===== config.mk =====
export PLATFORM = sky130hd
export DESIGN_NAME = exu_ifetch_rcv_flat
export DESIGN_NICKNAME = d
export VERILOG_FILES = /design/src/rtl/exu_ifetch_rcv_if.sv /design/src/rtl/exu_ifetch_rcv.sv /design/src/flat_wrapper.sv
export SDC_FILE = /design/constraint.sdc
export NUM_CORES = 1
export LEC_CHECK = 0
export BUFFER_PORTS_ARGS = -buffer_cell sky130_fd_sc_hd__buf_4
export CORE_AREA = 5 5 107 109
export DETAILED_ROUTE_END_ITERATION = 6
export DIE_AREA = 0 0 112 114
export PLACE_DENSITY = 0.74
export SYNTH_ARGS = -nofsm -noshare
export SYNTH_HDL_FRONTEND = slang
export SYNTH_SLANG_ARGS = --single-unit

===== constraint.sdc =====
create_clock -name clk -period 7.3 [get_ports clk]
set_input_delay 0 -clock clk [delete_from_list [all_inputs] [get_ports clk]]
set_output_delay 0 -clock clk [all_outputs]
set_load 0.005 [all_outputs]

===== src/rtl/exu_ifetch_rcv_if.sv =====
// Fetch-to-EXU handshake bundle: the fetch-side valid/ready pair plus the
// decode-side valid/ready pair seen by the EXU instruction receiver.
interface exu_ifetch_rcv_if #(
    parameter int PC_SIZE = 32,
    parameter int XLEN    = 32
);
    // Both pairs: a transfer completes on a rising edge where valid & ready are both high.
    logic               ifu_i_ifu_valid;
    logic               ifu_o_exu_ready;
    logic [XLEN-1:0]    ifu_i_ir;
    logic [PC_SIZE-1:0] ifu_i_pc;
    logic               ifu_o_rv32;
    logic               dec_o_valid;
    logic               dec_i_ready;
    logic [XLEN-1:0]    dec_o_ir;
    logic [PC_SIZE-1:0] dec_o_pc;
    logic               dec_o_rv32;

    modport master (
        output ifu_i_ifu_valid, ifu_i_ir, ifu_i_pc, dec_i_ready,
        input  ifu_o_exu_ready, ifu_o_rv32, dec_o_valid, dec_o_ir, dec_o_pc, dec_o_rv32
    );

    modport slave (
        input  ifu_i_ifu_valid, ifu_i_ir, ifu_i_pc, dec_i_ready,
        output ifu_o_exu_ready, ifu_o_rv32, dec_o_valid, dec_o_ir, dec_o_pc, dec_o_rv32
    );
endinterface


===== src/rtl/exu_ifetch_rcv.sv =====
// EXU-side instruction receive buffer: small in-order FIFO between fetch and
// decode, flushable, with registered-only ready toward the fetch unit.
module exu_ifetch_rcv #(
    parameter int DEPTH   = 2,
    parameter int PC_SIZE = 32,
    parameter int XLEN    = 32
) (
    input  logic                     clk,
    input  logic                     rst_n,
    input  logic                     exu_i_flush,
    output logic [$clog2(DEPTH):0]   buf_o_count,
    exu_ifetch_rcv_if.slave          bus
);
    localparam int AW = $clog2(DEPTH);
    localparam int CW = AW + 1;
    localparam logic [CW-1:0] FULL = CW'(DEPTH);

    logic [XLEN-1:0]    ir_mem_q [DEPTH];
    logic [PC_SIZE-1:0] pc_mem_q [DEPTH];
    logic [AW-1:0]      wr_ptr_q, wr_ptr_d;
    logic [AW-1:0]      rd_ptr_q, rd_ptr_d;
    logic [CW-1:0]      count_q, count_d;
    logic               in_ready;
    logic               out_valid;
    logic               push;
    logic               pop;

    // Ready looks only at registered occupancy, so no path from dec_i_ready reaches the fetch side.
    assign in_ready  = rst_n & ~exu_i_flush & (count_q != FULL);
    assign out_valid = rst_n & ~exu_i_flush & (count_q != '0);
    assign push      = bus.ifu_i_ifu_valid & in_ready;
    assign pop       = out_valid & bus.dec_i_ready;

    assign bus.ifu_o_exu_ready = in_ready;
    assign bus.dec_o_valid     = out_valid;
    assign bus.ifu_o_rv32      = (bus.ifu_i_ir[1:0] == 2'b11);
    assign bus.dec_o_ir        = ir_mem_q[rd_ptr_q];
    assign bus.dec_o_pc        = pc_mem_q[rd_ptr_q];
    assign bus.dec_o_rv32      = (ir_mem_q[rd_ptr_q][1:0] == 2'b11);
    assign buf_o_count         = rst_n ? count_q : '0;

    always_comb begin
        wr_ptr_d = wr_ptr_q;
        rd_ptr_d = rd_ptr_q;
        count_d  = count_q;
        if (exu_i_flush) begin
            wr_ptr_d = '0;
            rd_ptr_d = '0;
            count_d  = '0;
        end else begin
            // DEPTH is a power of two, so the natural pointer overflow is the wrap.
            if (push) wr_ptr_d = wr_ptr_q + AW'(1);
            if (pop)  rd_ptr_d = rd_ptr_q + AW'(1);
            count_d = count_q + CW'(push) - CW'(pop);
        end
    end

    always_ff @(posedge clk) begin
        if (!rst_n) begin
            wr_ptr_q <= '0;
            rd_ptr_q <= '0;
            count_q  <= '0;
        end else begin
            wr_ptr_q <= wr_ptr_d;
            rd_ptr_q <= rd_ptr_d;
            count_q  <= count_d;
        end
    end

    always_ff @(posedge clk) begin
        if (push) begin
            ir_mem_q[wr_ptr_q] <= bus.ifu_i_ir;
            pc_mem_q[wr_ptr_q] <= bus.ifu_i_pc;
        end
    end
endmodule


===== src/flat_wrapper.sv =====
// flat-port wrapper written by rule: the top's interface ports become plain ports
module exu_ifetch_rcv_flat 
#(
    parameter int DEPTH   = 2,
    parameter int PC_SIZE = 32,
    parameter int XLEN    = 32
)
  (clk, rst_n, exu_i_flush, buf_o_count, bus_ifu_i_ifu_valid, bus_ifu_i_ir, bus_ifu_i_pc, bus_dec_i_ready, bus_ifu_o_exu_ready, bus_ifu_o_rv32, bus_dec_o_valid, bus_dec_o_ir, bus_dec_o_pc, bus_dec_o_rv32);
  exu_ifetch_rcv_if #(.PC_SIZE(PC_SIZE), .XLEN(XLEN)) bus_i ();
  input  logic clk;
  input  logic rst_n;
  input  logic exu_i_flush;
  output logic [$clog2(DEPTH):0] buf_o_count;
  input wire logic [$bits(bus_i.ifu_i_ifu_valid)-1:0] bus_ifu_i_ifu_valid;
  input wire logic [$bits(bus_i.ifu_i_ir)-1:0] bus_ifu_i_ir;
  input wire logic [$bits(bus_i.ifu_i_pc)-1:0] bus_ifu_i_pc;
  input wire logic [$bits(bus_i.dec_i_ready)-1:0] bus_dec_i_ready;
  output wire logic [$bits(bus_i.ifu_o_exu_ready)-1:0] bus_ifu_o_exu_ready;
  output wire logic [$bits(bus_i.ifu_o_rv32)-1:0] bus_ifu_o_rv32;
  output wire logic [$bits(bus_i.dec_o_valid)-1:0] bus_dec_o_valid;
  output wire logic [$bits(bus_i.dec_o_ir)-1:0] bus_dec_o_ir;
  output wire logic [$bits(bus_i.dec_o_pc)-1:0] bus_dec_o_pc;
  output wire logic [$bits(bus_i.dec_o_rv32)-1:0] bus_dec_o_rv32;
  assign bus_i.ifu_i_ifu_valid = bus_ifu_i_ifu_valid;
  assign bus_i.ifu_i_ir = bus_ifu_i_ir;
  assign bus_i.ifu_i_pc = bus_ifu_i_pc;
  assign bus_i.dec_i_ready = bus_dec_i_ready;
  assign bus_ifu_o_exu_ready = bus_i.ifu_o_exu_ready;
  assign bus_ifu_o_rv32 = bus_i.ifu_o_rv32;
  assign bus_dec_o_valid = bus_i.dec_o_valid;
  assign bus_dec_o_ir = bus_i.dec_o_ir;
  assign bus_dec_o_pc = bus_i.dec_o_pc;
  assign bus_dec_o_rv32 = bus_i.dec_o_rv32;
  exu_ifetch_rcv #(.DEPTH(DEPTH), .PC_SIZE(PC_SIZE), .XLEN(XLEN)) u_core (.clk(clk), .rst_n(rst_n), .exu_i_flush(exu_i_flush), .buf_o_count(buf_o_count), .bus(bus_i));
endmodule

# Word level (Yosys, flattened, before mapping)

Memories as Yosys holds them, arrays and structs flattened. A register that Yosys moved wholly into a read port is not among the register bits.
Index checks and enable logic that the tools add are counted.

Add/subtract/negate cells: 4
Eq/ne operators: 3
Muxes and demuxes: 7
Bitwise logic cells: 7
Reduce and logical (&&, ||, !) cells: 2

Operators by type and width:

| cell                | count |
|---|---|
| $mux 1              | 6 |
| $and 1x1->1         | 5 |
| $eq 2x2->1 const B  | 2 |
| $add 1x1->1 const B | 2 |
| $add 2x1->2         | 1 |
| $mux 2              | 1 |
| $ne 2x2->1 const B  | 1 |
| $not 1->1           | 2 |
| $reduce_bool 2->1   | 1 |
| $reduce_or 2->1     | 1 |
| $sub 2x1->2         | 1 |

Register bits after elaboration: 4
Bits in writable memories: 128
Input bits: 69
Output and inout port bits: 70
Word-level logic and storage cells: 28
Memories: 2

Memories:

| memory          | depth | width | rd ports | clocked after memory_dff | write ports | RTL line             | text |
|---|---|---|---|---|---|---|---|
| u_core.ir_mem_q | 2     | 32    | 1        | 1                        | 1           | exu_ifetch_rcv.sv:18 | `logic [XLEN-1:0] ir_mem_q [DEPTH];` |
| u_core.pc_mem_q | 2     | 32    | 1        | 1                        | 1           | exu_ifetch_rcv.sv:19 | `logic [PC_SIZE-1:0] pc_mem_q [DEPTH];` |

# Logic depth before layout (Yosys ltp)

Gate-level depths: netlist (run 1).

Depth after elaboration: 6
Mapped depth: 10
Mapped depth without buffers: 9

# Least setup slack after synthesis (run 1)

No wires, ideal clock.

Path kind: register to register
Start point: register u_core.count_q[0]
End point: memory u_core.ir_mem_q[0][0] (enable)
Setup time: 0.565 ns
Data arrival time: 4.921 ns
Data required time: 6.735 ns
Path slack: 1.815 ns
Stages on the path, launching flop included: 4
Buffers on the path: 0
Clock period less this slack: 5.485 ns
Path through: dfxtp_1 -> nand2b_1 -> nand2_1 -> nor3_1

Longest elaborated chain between the ends: 5

RTL lines:

| item                         | RTL line             | text |
|---|---|---|
| from (decl)                  | exu_ifetch_rcv.sv:22 | `logic [CW-1:0] count_q, count_d;` |
| from (signal assigned)       | exu_ifetch_rcv.sv:66 | `count_q <= count_d;` |
| $ne 2x2->1                   | exu_ifetch_rcv.sv:29 | `assign in_ready = rst_n & ~exu_i_flush & (count_q != FULL);` |
| $and 1x1->1                  | exu_ifetch_rcv.sv:29 |  |
| $and 1x1->1                  | exu_ifetch_rcv.sv:31 | `assign push = bus.ifu_i_ifu_valid & in_ready;` |
| $mux 1                       | exu_ifetch_rcv.sv:71 | `if (push) begin` |
| $mux 1 (not written as such) | exu_ifetch_rcv.sv:72 | `ir_mem_q[wr_ptr_q] <= bus.ifu_i_ir;` |
| to (decl)                    | exu_ifetch_rcv.sv:18 |  |

No other way between the ends.

# Worst setup path after layout (run 1)

Start point: register u_core.count_q[0]
End point: memory u_core.ir_mem_q[1][15] (enable)

The elaborated chain is that of the path after synthesis.

==> results of run 1 <==
## worst max-delay path: cells and delay by family, from the launching register on
kind | cells | cell delay [ps]
buffers and inverters | 1 | 730
and+or+nand+nor | 3 | 1010
DFF | 1 | 380
## through the flow
step / power [µW] / std cells
3_3_place_gp: 948 / 513
5_1_grt: 1740 / 615
6_report: 1670 / 615
2_1_floorplan: 895 / 239
4_1_cts: 1690 / 614
3_5_place_dp: 951 / 513
## layer usage
| layer | vias to the layer above | wire length [µm] |
|---|---|---|
| li1 | 1378 | - |
| met2 | 92 | 5290 |
| met3 | 4 | 676 |
| met1 | 1401 | 4030 |
| met4 | 0 | 52 |
| met5 | - | 0 |
## layout by cell type, fill, tap and decap left out, drive strengths merged, types with 3 or more instances in the layout
master / count
nand2: 3
edfxtp: 128
inv: 3
nand3: 3
clkinv: 7
buf: 142
and2: 5
mux2: 64
dfxtp: 5
dlygate4sd3: 71
clkbuf: 22
nor2: 5
## repair_timing
| item | in CTS | in global routing |
|---|---|---|
| resized for setup | 0 | 0 |
| endpoints found under the hold margin | 133 | 0 |
| hold buffers | 71 | 0 |
## worst min path at each step
stage | end | cells past startpoint | slack [ps]
final | u_core.ir_mem_q[0][12]$_DFFE_PP_ | 2 | 220
after global routing | u_core.ir_mem_q[1][2]$_DFFE_PP_ | 2 | 200
after CTS | u_core.pc_mem_q[0][17]$_DFFE_PP_ | 2 | 190
after detailed placement | u_core.pc_mem_q[1][17]$_DFFE_PP_ | 1 | 190
after global placement | u_core.pc_mem_q[0][12]$_DFFE_PP_ | 1 | 190
after floorplan | u_core.ir_mem_q[0][0]$_DFFE_PP_ | 0 | 100
## cells by family (layout without fill, tap and decap cells)
family | count (synthesis) | count (layout) | share of synthesized area [%]
AND/OR/NAND/NOR | 22 | 22 | 2.31
buffers and inverters | 11 | 246 | 1.80
multiplexers | 64 | 64 | 14.6
adder cells (fa/ha/maj) | 2 | 2 | 0.507
AO/OA/AOI/OAI | 5 | 5 | 0.558
other | 0 | 1 | 0
XOR/XNOR | 2 | 2 | 0.355
flip-flops | 133 | 133 | 79.9
## cell type report
class                           instances  area share, %
Inverter                                3          0.154
Tap cell                              140           2.39
Sequential cell                       133           53.9
Antenna cell                            1         0.0342
Clock buffer                           22           5.91
Timing Repair Buffer                  213           24.3
Multi-Input combinational cell         95           12.5
Clock inverter                          8          0.838
## sequential cells by signal, summed over array words and instances, names as in the netlist, named ones only
register         cells
u_core.count_q       2
u_core.ir_mem_q     64
u_core.pc_mem_q     64
u_core.rd_ptr_q      1
u_core.wr_ptr_q      1
## power by group
| part | internal [µW] | total, µW | switching, µW |
|---|---|---|---|
| logic | 71.3 | 109 | 37.8 |
| clock network | 440 | 709 | 269 |
| registers | 853 | 857 | 3.58 |
| total | 1360 | 1670 | 310 |
==> results.md, run 1 <==
STA:
- The slew of the pin with the lowest slew margin is between 900 and 1000 ps.
- The normalized max-slew margin is 36.2%.
- The ratio of final minimum period to clock period is 34.6%.
- The final max-slew violation count is 0.
- The final hold violation count is 0.
- The setup slack after layout is 4780 ps.
- Between clock sinks in the finished design, the worst skew comes to between 6 and 7 ps.
- In the final timing run, aggregate negative setup slack is 0 ps.
- The worst hold-check slack is 221 ps.
- Static timing analysis puts the maximum clock frequency at 396 MHz.
- Setup repair after global routing left no endpoint under its margin.
- The clock period minus final worst setup slack is 2520 ps.
- Setup violations remaining at the end of the flow were counted as 0.

Logic synthesis:
- The synthesized flop and latch total is about 130.
- The biggest area contributor in the post-synthesis netlist is sky130_fd_sc_hd__edfxtp_1.
- The synthesized area per cell is between 20 and 25 µm².
- The most numerous cell in the Yosys netlist is sky130_fd_sc_hd__edfxtp_1.
- The share of flip-flops with an asynchronous set or reset is 0%.
- The cell count after synthesis is 239.
- In this run the cell area of the synthesized design comes to 0.00494 mm².
- Synthesis produced a netlist with a net count of 310.
- The commonest cells after synthesis are sky130_fd_sc_hd__edfxtp_1, sky130_fd_sc_hd__mux2_2, sky130_fd_sc_hd__buf_6.
- Summing the sequential cell areas from Yosys gives between 70% and 80% of the chip area.
- The number of distinct library cells after synthesis is 20.
- For this run, the number of Yosys warnings is 0.
- By area the synthesized netlist is led by sky130_fd_sc_hd__edfxtp_1, sky130_fd_sc_hd__mux2_2, sky130_fd_sc_hd__dfxtp_1, sky130_fd_sc_hd__buf_6, sky130_fd_sc_hd__and2_1.
- Yosys mapped a number of flops with a built-in enable equal to approximately 130.
- In this run the biggest area consumer among cell types represents 77.9% of the synthesized area.
- The flip-flop cell with the highest count after synthesis is sky130_fd_sc_hd__edfxtp_1.

Detailed routing:
- The detailed-route vias per instance is around 4.7.
- The final route contains 2875 vias.
- In the routed design, unresolved DRC markers number 0.
- In this run, the number of DRC markers left after iteration 0 of detailed routing was approximately 130.
- The detail route stage leaves a number of antenna-violating nets equal to 0.
- The wire length reported by the detailed router is just over 10000 µm.
- The average wire per standard cell is 16.4 µm.
- Before antenna repair, the detailed router went through 5 iterations.

Setup path:
- The terminus of the critical flop-to-flop path is u_core.ir_mem_q[1][15]$_DFFE_PP_.
- Setup slack on the worst reg-to-reg path comes out at 4780 ps.
- The worst setup path is launched from a flop.
- The cell with the largest stage delay on the worst path is sky130_fd_sc_hd__nor3_2.
- Along the worst path, the maximum fanout reaches 53.
- The launch point of the worst reg-to-reg path is u_core.count_q[0]$_SDFF_PP0_.
- The most critical setup path has its endpoint at u_core.ir_mem_q[1][15]$_DFFE_PP_.
- The worst register-to-register path has a depth of 4.
- Walking the worst path, the cells encountered are nand2b_1, nand2_1, nor3_2, buf_4.
- The required time at the worst-slack endpoint is 7430 ps.
- The origin of the worst setup path is u_core.count_q[0]$_SDFF_PP0_.
- Data arrives at the worst endpoint at 2650 ps.
- On the worst path, the slowest cell contributes a delay of 730 ps.
- The type of the worst setup path is reg -> reg.
- STA classifies the critical path endpoint as a flop.

Placed design:
- The placed instance area is 0.00611 mm².
- During placement, the flow inserted port buffers numbering about 140.
- The post-detailed-placement half-perimeter wirelength is 6020 µm.
- The minimum setup slack after placement is 4740 ps.
- The global placement routability congestion is 0.809.

Floorplan:
- Once the floorplan was initialized, standard cells occupied 47.0% of the core.
- The vertical die dimension is 114 µm.
- The die covers 0.0128 mm².
- In this run the count of I/O pins placed on the die edge is 139.
- The area inside the core boundary is between 0.01 and 0.015 mm².
- The horizontal die dimension is between 100 and 150 µm.
- The floorplan row count is 38.

Clocking:
- The tree is rooted in a sky130_fd_sc_hd__clkbuf_8.
- The number of buffers on the longest clock path is 2.
- The clock net in this run drives a total of around 130 sinks.
- The clock tree from TritonCTS is yes.
- After clock tree synthesis, the clock-pin slew on the worst setup and hold paths is 60 ps.
- Buffers inserted during clock tree synthesis total 17.
- The insertion delay to the later sink of the worst-skew pair is 500 ps.
- The post-CTS setup repair buffer count is 0.
- The H-tree was split into 4 levels.

Global routing:
- For this run, the total global-route usage over all layers was measured as 16.1%.
- The fraction of met2 tracks used by global routing is 28.1%.
- In the global route stage, met1 resource usage came out at 18.0%.
- The via count of the first global-routing pass is 3150.
- The maximum number of pins on one net before global-route repair is 54.
- After global routing the overflow that remains totals 0.
- In the global route stage, met3 resource usage came out at 6.68%.
- The busiest layer in global routing is met2.
- The initial antenna violation count is 1.
- The first global-routing pass estimated 15700 µm of wire.

Cells and area:
- The area of all placed cells without fillers is 0.00732 mm².
- The fraction of final layout cells with drive strength greater than 1 is 48.9%.
- The total area of sequential cells is 0.00395 mm².
- Counting the fill cells in the layout gives 668.
- Measured on the finished design, the core utilization comes to 69.7%.
- After the last flow step, the layout net total stands at around 530.
- In the final layout, the multi-input gates occupy 915 µm².
- The area added between synthesis and finish is 48.3%.

Run status:
- The flow ran to the end, and the final reports show no timing, DRC or antenna violations.

Worst hold path:
- In this run the most critical hold path is launched from bus_ifu_i_ir[12].
- The class of the tightest hold or removal check is in -> reg.

Power and ir drop:
- In this run the power density over the cells is 229 mW/mm².
- Across the VDD grid, the largest voltage drop is 0.144 mV.
- The analysis attributes to cell leakage a power of around 0.0028 µW.

Flow run:
- The number of max-cap violations is 0.
(Power assumes the default switching activity.)
==> inputs of run 2 (changes only) <==
- clock period: 7.3 -> 2.5 ns (I/O delays scaled with it)
==> run 2 against run 1 <==
- routed wire length increased by 2.0%
- largest power group unchanged
- first-iteration DRC count decreased by 7.0%
- critical endpoint is now bus_dec_o_pc[13]
- final area rose by 1.2%
- highest routed layer unchanged
==> results.md, run 2 (synthesis results as in run 1) <==
Detailed routing:
- The detailed-route vias per instance is 4.71 (+0.76%).
- The number of DRC markers after the initial detailed-route iteration was 119 (-7.0%).
- The average wire per standard cell is 16.7 µm (+2.2%).
- The overall via count from detail_route is 2892 (+0.59%).
- The post-route antenna net violation count is 0 (unchanged).
- The wire length reported by the detailed router was 10300 µm (+2.0%).
- The DRC violations left is 0 (unchanged).
- The first-pass iteration count of the detailed router is 4 (-1).

Floorplan:
- The area inside the core boundary is 0.0105 mm² (unchanged).
- The vertical die dimension was 114 µm (unchanged).
- The top-level port count came to 139 (unchanged).
- The effective utilization at floorplan came to 47.0% (unchanged).
- The total die area is 0.0128 mm² (unchanged).
- The floorplan row count was 38 (unchanged).
- The horizontal die dimension came to 112 µm (unchanged).

STA:
- The slew of the pin with the lowest slew margin came to 549 ps (-403 ps).
- The final hold violation count came to 0 (unchanged).
- The peak clock frequency supported by timing is 522 MHz.
- In the finished design, the share of the clock period the worst path needs comes to 76.6%.
- The final max-slew violation count came to 0 (unchanged).
- The worst setup skew after layout is 10.7 ps (+3.81 ps).
- The worst hold-check slack is 94.7 ps (-127 ps).
- The worst path in the final design needs a cycle of 1920 ps, including I/O delays and setup.
- The number of setup violations in the final report is 0 (unchanged).
- The normalized max-slew margin is 63.4% (+27 points).
- Setup repair after global routing left no endpoint under its margin.

Power and ir drop:
- The worst-case vdd ir drop is 0.529 mV (+270%).
- The sequential share of power was 48.6% (-2.6 points).
- The leakage power figure came to 0.00279 µW (+1.1%).
- The cell-internal power is 4200 µW (+210%).
- The part of the total power dissipated in combinational logic is 6.2% (-0.3 points).
- The net switching component of the power is 944 µW (+200%).
- The power per cell area is 695 mW/mm² (+200%).
- The clock network fraction of design power is 45.2% (+2.9 points).
- The fraction of power spent switching nets was 18.4% (-0.17 points).

Clocking:
- The TritonCTS buffer count was 17 (unchanged).
- The number of buffers on the longest clock path is 2 (unchanged).
- The insertion delay to the later sink of the worst-skew pair came to 500 ps (about the same).
- The post-cts sizing count is 0 (unchanged).
- The clock transition at the registers of the reported paths is 60 ps (about the same).
- The cell chosen for the clock root is sky130_fd_sc_hd__clkbuf_8.
- TritonCTS built the clock tree.
- The number of H-tree levels came to 4 (unchanged).
- The number of clock sinks seen by CTS was 133 (unchanged).

Worst hold path:
- The class of the tightest hold or removal check is in -> reg.

Cells and area:
- The total area of sequential cells is 0.00395 mm² (about the same).
- The fraction of final layout cells with drive strength greater than 1 is 50.6% (+1.7 points).
- The post-layout utilization of the core is 70.5% (+0.83 points).
- The area of the multi-input gates is 942 µm² (+3.0%).
- Compared with the post-synthesis result, the final layout area differs by 50.0%.
- The filler cell count in the final layout is 669 (+0.15%).
- Leaving out fill and tap cells, the most frequent cell in the layout is sky130_fd_sc_hd__buf_4.
- In the layout the commonest cells are sky130_fd_sc_hd__buf_4, sky130_fd_sc_hd__edfxtp_1, sky130_fd_sc_hd__dlygate4sd3_1.
- The largest registers in the layout are u_core.ir_mem_q (64), u_core.pc_mem_q (64), u_core.count_q (2).
- The number of diodes added for antenna fixing was 0 (-1).
- The number of nets at the end of the flow is 532 (-0.37%).

Run status:
- The flow ran to the end, and the final reports show no timing, DRC or antenna violations.

Setup path:
- The category of the worst setup path launch point is a flop.
- The data arrival time at the worst-slack endpoint is 1920 ps (-730 ps).
- The capturing element type of the critical path is a primary output.
- The required time at the worst-slack endpoint is 2500 ps (-4930 ps).
- The maximum fanout along the worst path is 41 (-23%).
- The type of the worst setup path is reg -> out.

Placed design:
- The number of buffer cells added on primary ports is 138 (unchanged).
- The post-detailed-placement half-perimeter wirelength is 6150 µm (+2.2%).
- The global placement routability congestion was 0.719 (-11%).

Global routing:
- The initial antenna violation count is 0 (-1).
- The maximum number of pins on one net before global-route repair is 42 (-22%).
- The via count of the first global-routing pass came to 3175 (+0.79%).
- The global routing met1 resource utilization is 18.4% (+0.44 points).
- The global-route wire length before repair was 16200 µm (+3.0%).
- The total congestion overflow after global routing is 0 (unchanged).
- The overall fraction of global-route tracks in use was 16.7% (+0.55 points).
- The fraction of met2 tracks used by global routing is 29.8% (+1.8 points).
- The routing usage on met3 is 5.99% (-0.69 points).
- The layer flagged by global routing as most heavily used is met2.

Flow run:
- The number of max-cap violations came to 0 (unchanged).
## run 2: changes by cell type in the layout (fill, tap and decap cells not counted), moves of 2 or more
cell / change
sky130_fd_sc_hd__nor3_4: +2
sky130_fd_sc_hd__nor3_2: -2
sky130_fd_sc_hd__dlygate4sd3_1: -3
sky130_fd_sc_hd__bufinv_16: +2
## run 2: repair_timing
item,in CTS,in global routing
hold buffers,68,0
endpoints found under the hold margin,133,0
setup buffers,0,0
## run 2: path summary, 6_finish.rpt
check                               start                      endpoint  slack (ps)  cells past startpoint
max                                  flop              bus_dec_o_pc[13]         580                      3
min                           exu_i_flush  u_core.wr_ptr_q$_SDFFE_PP0N_          90                      3
min reg2reg  u_core.rd_ptr_q$_SDFFE_PP0P_                          flop         520                      2
max reg2reg  u_core.count_q[1]$_SDFF_PP0_  u_core.count_q[1]$_SDFF_PP0_         650                      9
## run 2: stage by stage
step | power, µW | std cells | area (µm²) | setup WS (ps) | setup TNS (ps)
floorplan | 2610 | 239 | 4980 | -25.9 | -1660
global placement | 2770 | 514 | 6160 | 799 | 0
detailed placement | 2780 | 514 | 6160 | 664 | 0
CTS | 5200 | 614 | 7410 | 523 | 0
global route | 5340 | 614 | 7410 | 466 | 0
finish | 5150 | 614 | 7410 | 584 | 0
## run 2: metal layers
metal  up-vias  routed length [µm]  part of all wire, %
met4         0                  51                 0.50
met5         -                   0                    0
met2        99                5640                   55
met1      1408                3880                   38
li1       1379                   -                    -
met3         6                 697                  6.8
## run 2: critical path, stage by stage, from the launching register on
cell and delay [ps]:
sky130_fd_sc_hd__dfxtp_4 590, sky130_fd_sc_hd__buf_12 300, sky130_fd_sc_hd__mux2_2 370, sky130_fd_sc_hd__buf_4 140
## run 2: power by group through the flow
stage	sequential [µW]	combinational, µW	clock [µW]
detailed placement	2550	234	0
global route	2500	346	2490
CTS	2500	321	2380
finish	2500	320	2320
global placement	2540	227	0
floorplan	2540	69.7	0
## run 2: cell type report
class / count / area share (%)
flip-flops and latches: 133 / 53.3
repair buffers: 211 / 23.9
multi-input cells: 95 / 12.7
clock buffers: 21 / 5.79
well taps: 140 / 2.36
clock inverters: 11 / 1.81
inverters: 3 / 0.152
==> inputs of run 3 (changes only) <==
- CORE_AREA: 5 5 107 109 -> 5 5 110 112
- DIE_AREA: 0 0 112 114 -> 0 0 115 117
- clock period: 2.5 -> 1.7 ns (I/O delays scaled with it)
==> run 3 against run 2 <==
- non-clock buffer count increased by 1
- sequential power increased by 47%
- die area increased by 5.4%
- core utilization decreased by 3.3 points
- global-route usage decreased by 1.4 points
- first-iteration DRC count decreased by 13%
- sequential share of layout area decreased by 0.50 points
- largest cell class unchanged
==> results.md, run 3 (synthesis results as in run 1) <==
STA:
- The worst setup skew after layout is 6.07 ps (-4.66 ps).
- The slew of the pin with the lowest slew margin came to 330 ps (-219 ps).
- The clock period minus final worst setup slack is 1700 ps.
- The final sum of negative setup slack is 0 ps (unchanged).
- The number of setup violations in the final report came to 0 (unchanged).
- Of the available clock period, the critical path in the final layout requires between 90% and 100%.
- The final hold violation count is 0 (unchanged).
- The normalized max-slew margin is 78.0% (+15 points).
- The final max-slew violation count came to 0 (unchanged).
- The peak clock frequency supported by timing is 590 MHz.
- Setup repair after global routing could not meet its margin everywhere.

Floorplan:
- The horizontal die dimension is 115 µm (+2.7%).
- The floorplan row count is 39 (+2.6%).
- The top-level port count came to 139 (unchanged).
- The vertical die dimension is 117 µm (+2.6%).
- The effective utilization at floorplan is 44.4% (-2.6 points).
- The total die area was 0.0135 mm² (+5.4%).
- The area inside the core boundary is 0.0111 mm² (+5.9%).

Cells and area:
- The area of all placed cells without fillers is 0.00748 mm² (+0.98%).
- The number of nets at the end of the flow is 533 (+0.19%).
- The filler cell count in the final layout is 735 (+9.9%).
- Compared with the post-synthesis result, the final layout area differs by 51.5%.
- The most common library cell in the layout ignoring fill and taps is sky130_fd_sc_hd__buf_4.
- The fraction of final layout cells with drive strength greater than 1 is 52.6% (+2.0 points).
- The largest registers in the layout are u_core.ir_mem_q (64), u_core.pc_mem_q (64), u_core.count_q (2).
- The number of diodes added for antenna fixing is 0 (unchanged).
- In the layout the commonest cells are sky130_fd_sc_hd__buf_4, sky130_fd_sc_hd__edfxtp_1, sky130_fd_sc_hd__dlygate4sd3_1.

Setup path:
- The launch point of the worst reg-to-reg path is u_core.count_q[0]$_SDFF_PP0_.
- The largest stage delay on the critical path is 360 ps (-230 ps).
- Walking the worst path, the cells encountered are nor2_2, nor2_1, and2_1, ha_1, inv_1, ha_2, xnor2_2, or3_1, nand2_1.
- The capturing element type of the critical path is a flop.
- The data arrival time at the worst-slack endpoint is 2040 ps (+120 ps).
- The cell with the largest stage delay on the worst path is sky130_fd_sc_hd__dfxtp_4.
- Tracing the worst setup path back leads to its startpoint at u_core.count_q[0]$_SDFF_PP0_.
- The required time at the worst-slack endpoint is 2040 ps (-460 ps).
- STA classifies the critical path startpoint as a flop.
- The slack of the worst reg-to-reg path is 5 ps (-650 ps).
- The maximum fanout along the worst path is 5 (-88%).
- The type of the worst setup path is reg -> reg.

Clocking:
- TritonCTS built the clock tree.
- The clock transition at the registers of the reported paths came to 60 ps (about the same).
- The insertion delay to the later sink of the worst-skew pair was 400 ps (-100 ps).
- The number of clock sinks seen by CTS is 133 (unchanged).
- The number of buffers on the longest clock path is 2 (unchanged).
- The cell chosen for the clock root is sky130_fd_sc_hd__clkbuf_16.
- The post-CTS setup repair buffer count was 0 (unchanged).
- The number of H-tree levels is 4 (unchanged).
- The TritonCTS buffer count is 17 (unchanged).

Worst hold path:
- The min-delay analysis places its worst path in the category in -> reg.
- The worst hold path begins at bus_dec_i_ready.

Detailed routing:
- The post-route antenna net violation count was 0 (unchanged).
- The average wire per standard cell is 16.3 µm (-2.6%).
- The DRC violations left is 0 (unchanged).
- The number of DRC markers after the initial detailed-route iteration is 104 (-13%).
- The first-pass iteration count of the detailed router is 4 (unchanged).
- The wire length reported by the detailed router is 10100 µm (-2.0%).
- The overall via count from detail_route came to 2934 (+1.5%).
- The detailed-route vias per instance came to 4.75 (+0.80%).

Flow run:
- The number of max-cap violations was 0 (unchanged).

Placed design:
- The global placement routability congestion is 0.781 (+8.7%).
- The number of buffer cells added on primary ports is 138 (unchanged).
- The placed instance area came to 0.00624 mm² (+1.2%).
- The post-detailed-placement half-perimeter wirelength is 6180 µm (+0.47%).

Global routing:
- The initial antenna violation count is 0 (unchanged).
- The total congestion overflow after global routing was 0 (unchanged).
- The global-route wire length before repair came to 15300 µm (-5.2%).
- The overall fraction of global-route tracks in use is 15.3% (-1.4 points).
- The maximum number of pins on one net before global-route repair was 41 (-2.4%).
- The via count of the first global-routing pass is 3121 (-1.7%).

Power and ir drop:
- The leakage power figure is 0.00280 µW (+0.47%).
- The power per cell area is 1010 mW/mm² (+46%).
- The worst-case vdd ir drop is 0.568 mV (+7.3%).

Run status:
- The flow ran to the end, and the final reports show no timing, DRC or antenna violations.
run 3: changes by cell type in the layout (fill, tap and decap cells not counted), moves of 2 or more:
cell,delta
sky130_fd_sc_hd__buf_12,+4
sky130_fd_sc_hd__clkbuf_1,-3
sky130_fd_sc_hd__clkinvlp_4,+2
sky130_fd_sc_hd__dlygate4sd3_1,-2
run 3: through the flow:
stage | power (µW) | utilization, % | instances | hold slack (ps) | setup WS [ps]
floorplan | 3840 | - | 239 | 98.9 | -826
global placement | 4090 | 56.1 | 520 | 186 | 81.5
detailed placement | 4100 | 56.1 | 520 | 188 | -6.59
CTS | 7640 | 67.1 | 618 | 25.7 | 6.55
global route | 7840 | 67.2 | 618 | 63.3 | -84.9
finish | 7560 | 67.2 | 618 | 39.9 | 4.82
run 3: final cells by class:
cell class	instances	area [µm²]	share of cell area (%)
multi-input cells	95	955	12.8
repair buffers	212	1820	24.3
flip-flops and latches	133	3950	52.8
clock buffers	18	429	5.74
clock inverters	14	136	1.82
inverters	3	11.3	0.151
well taps	143	179	2.39
run 3: layer usage:
layer / global-route usage [%] / routed length, µm
met4: 5.48 / 143
met2: 27.6 / 5410
met3: 5.45 / 661
met1: 16.5 / 3840
met5: 0 / 0
run 3: final timing paths:
kind                                                     end  cells past startpoint
worst max-delay path            u_core.count_q[1]$_SDFF_PP0_                      9
worst min-delay path            u_core.rd_ptr_q$_SDFFE_PP0P_                      4
worst max register to register  u_core.count_q[1]$_SDFF_PP0_                      9
worst min register to register  u_core.rd_ptr_q$_SDFFE_PP0P_                      2
run 3: power by group:
group	switching, µW	total, µW	internal, µW
registers	13.7	3670	3660
clock network	1270	3410	2140
logic	169	480	312
run 3: what timing repair did:
action                     CTS  global route
hold endpoints to repair   131             0
gates resized for setup      1             4
setup endpoints to repair    1             1
hold buffers                66             0
run 3: worst max-delay path, delay by kind of cell, from the launching register on:
kind	cells	cell delay, ps
simple gates	5	650
buf+inv	1	40
xor+xnor	1	130
flops	1	360
fa+ha+maj	2	450
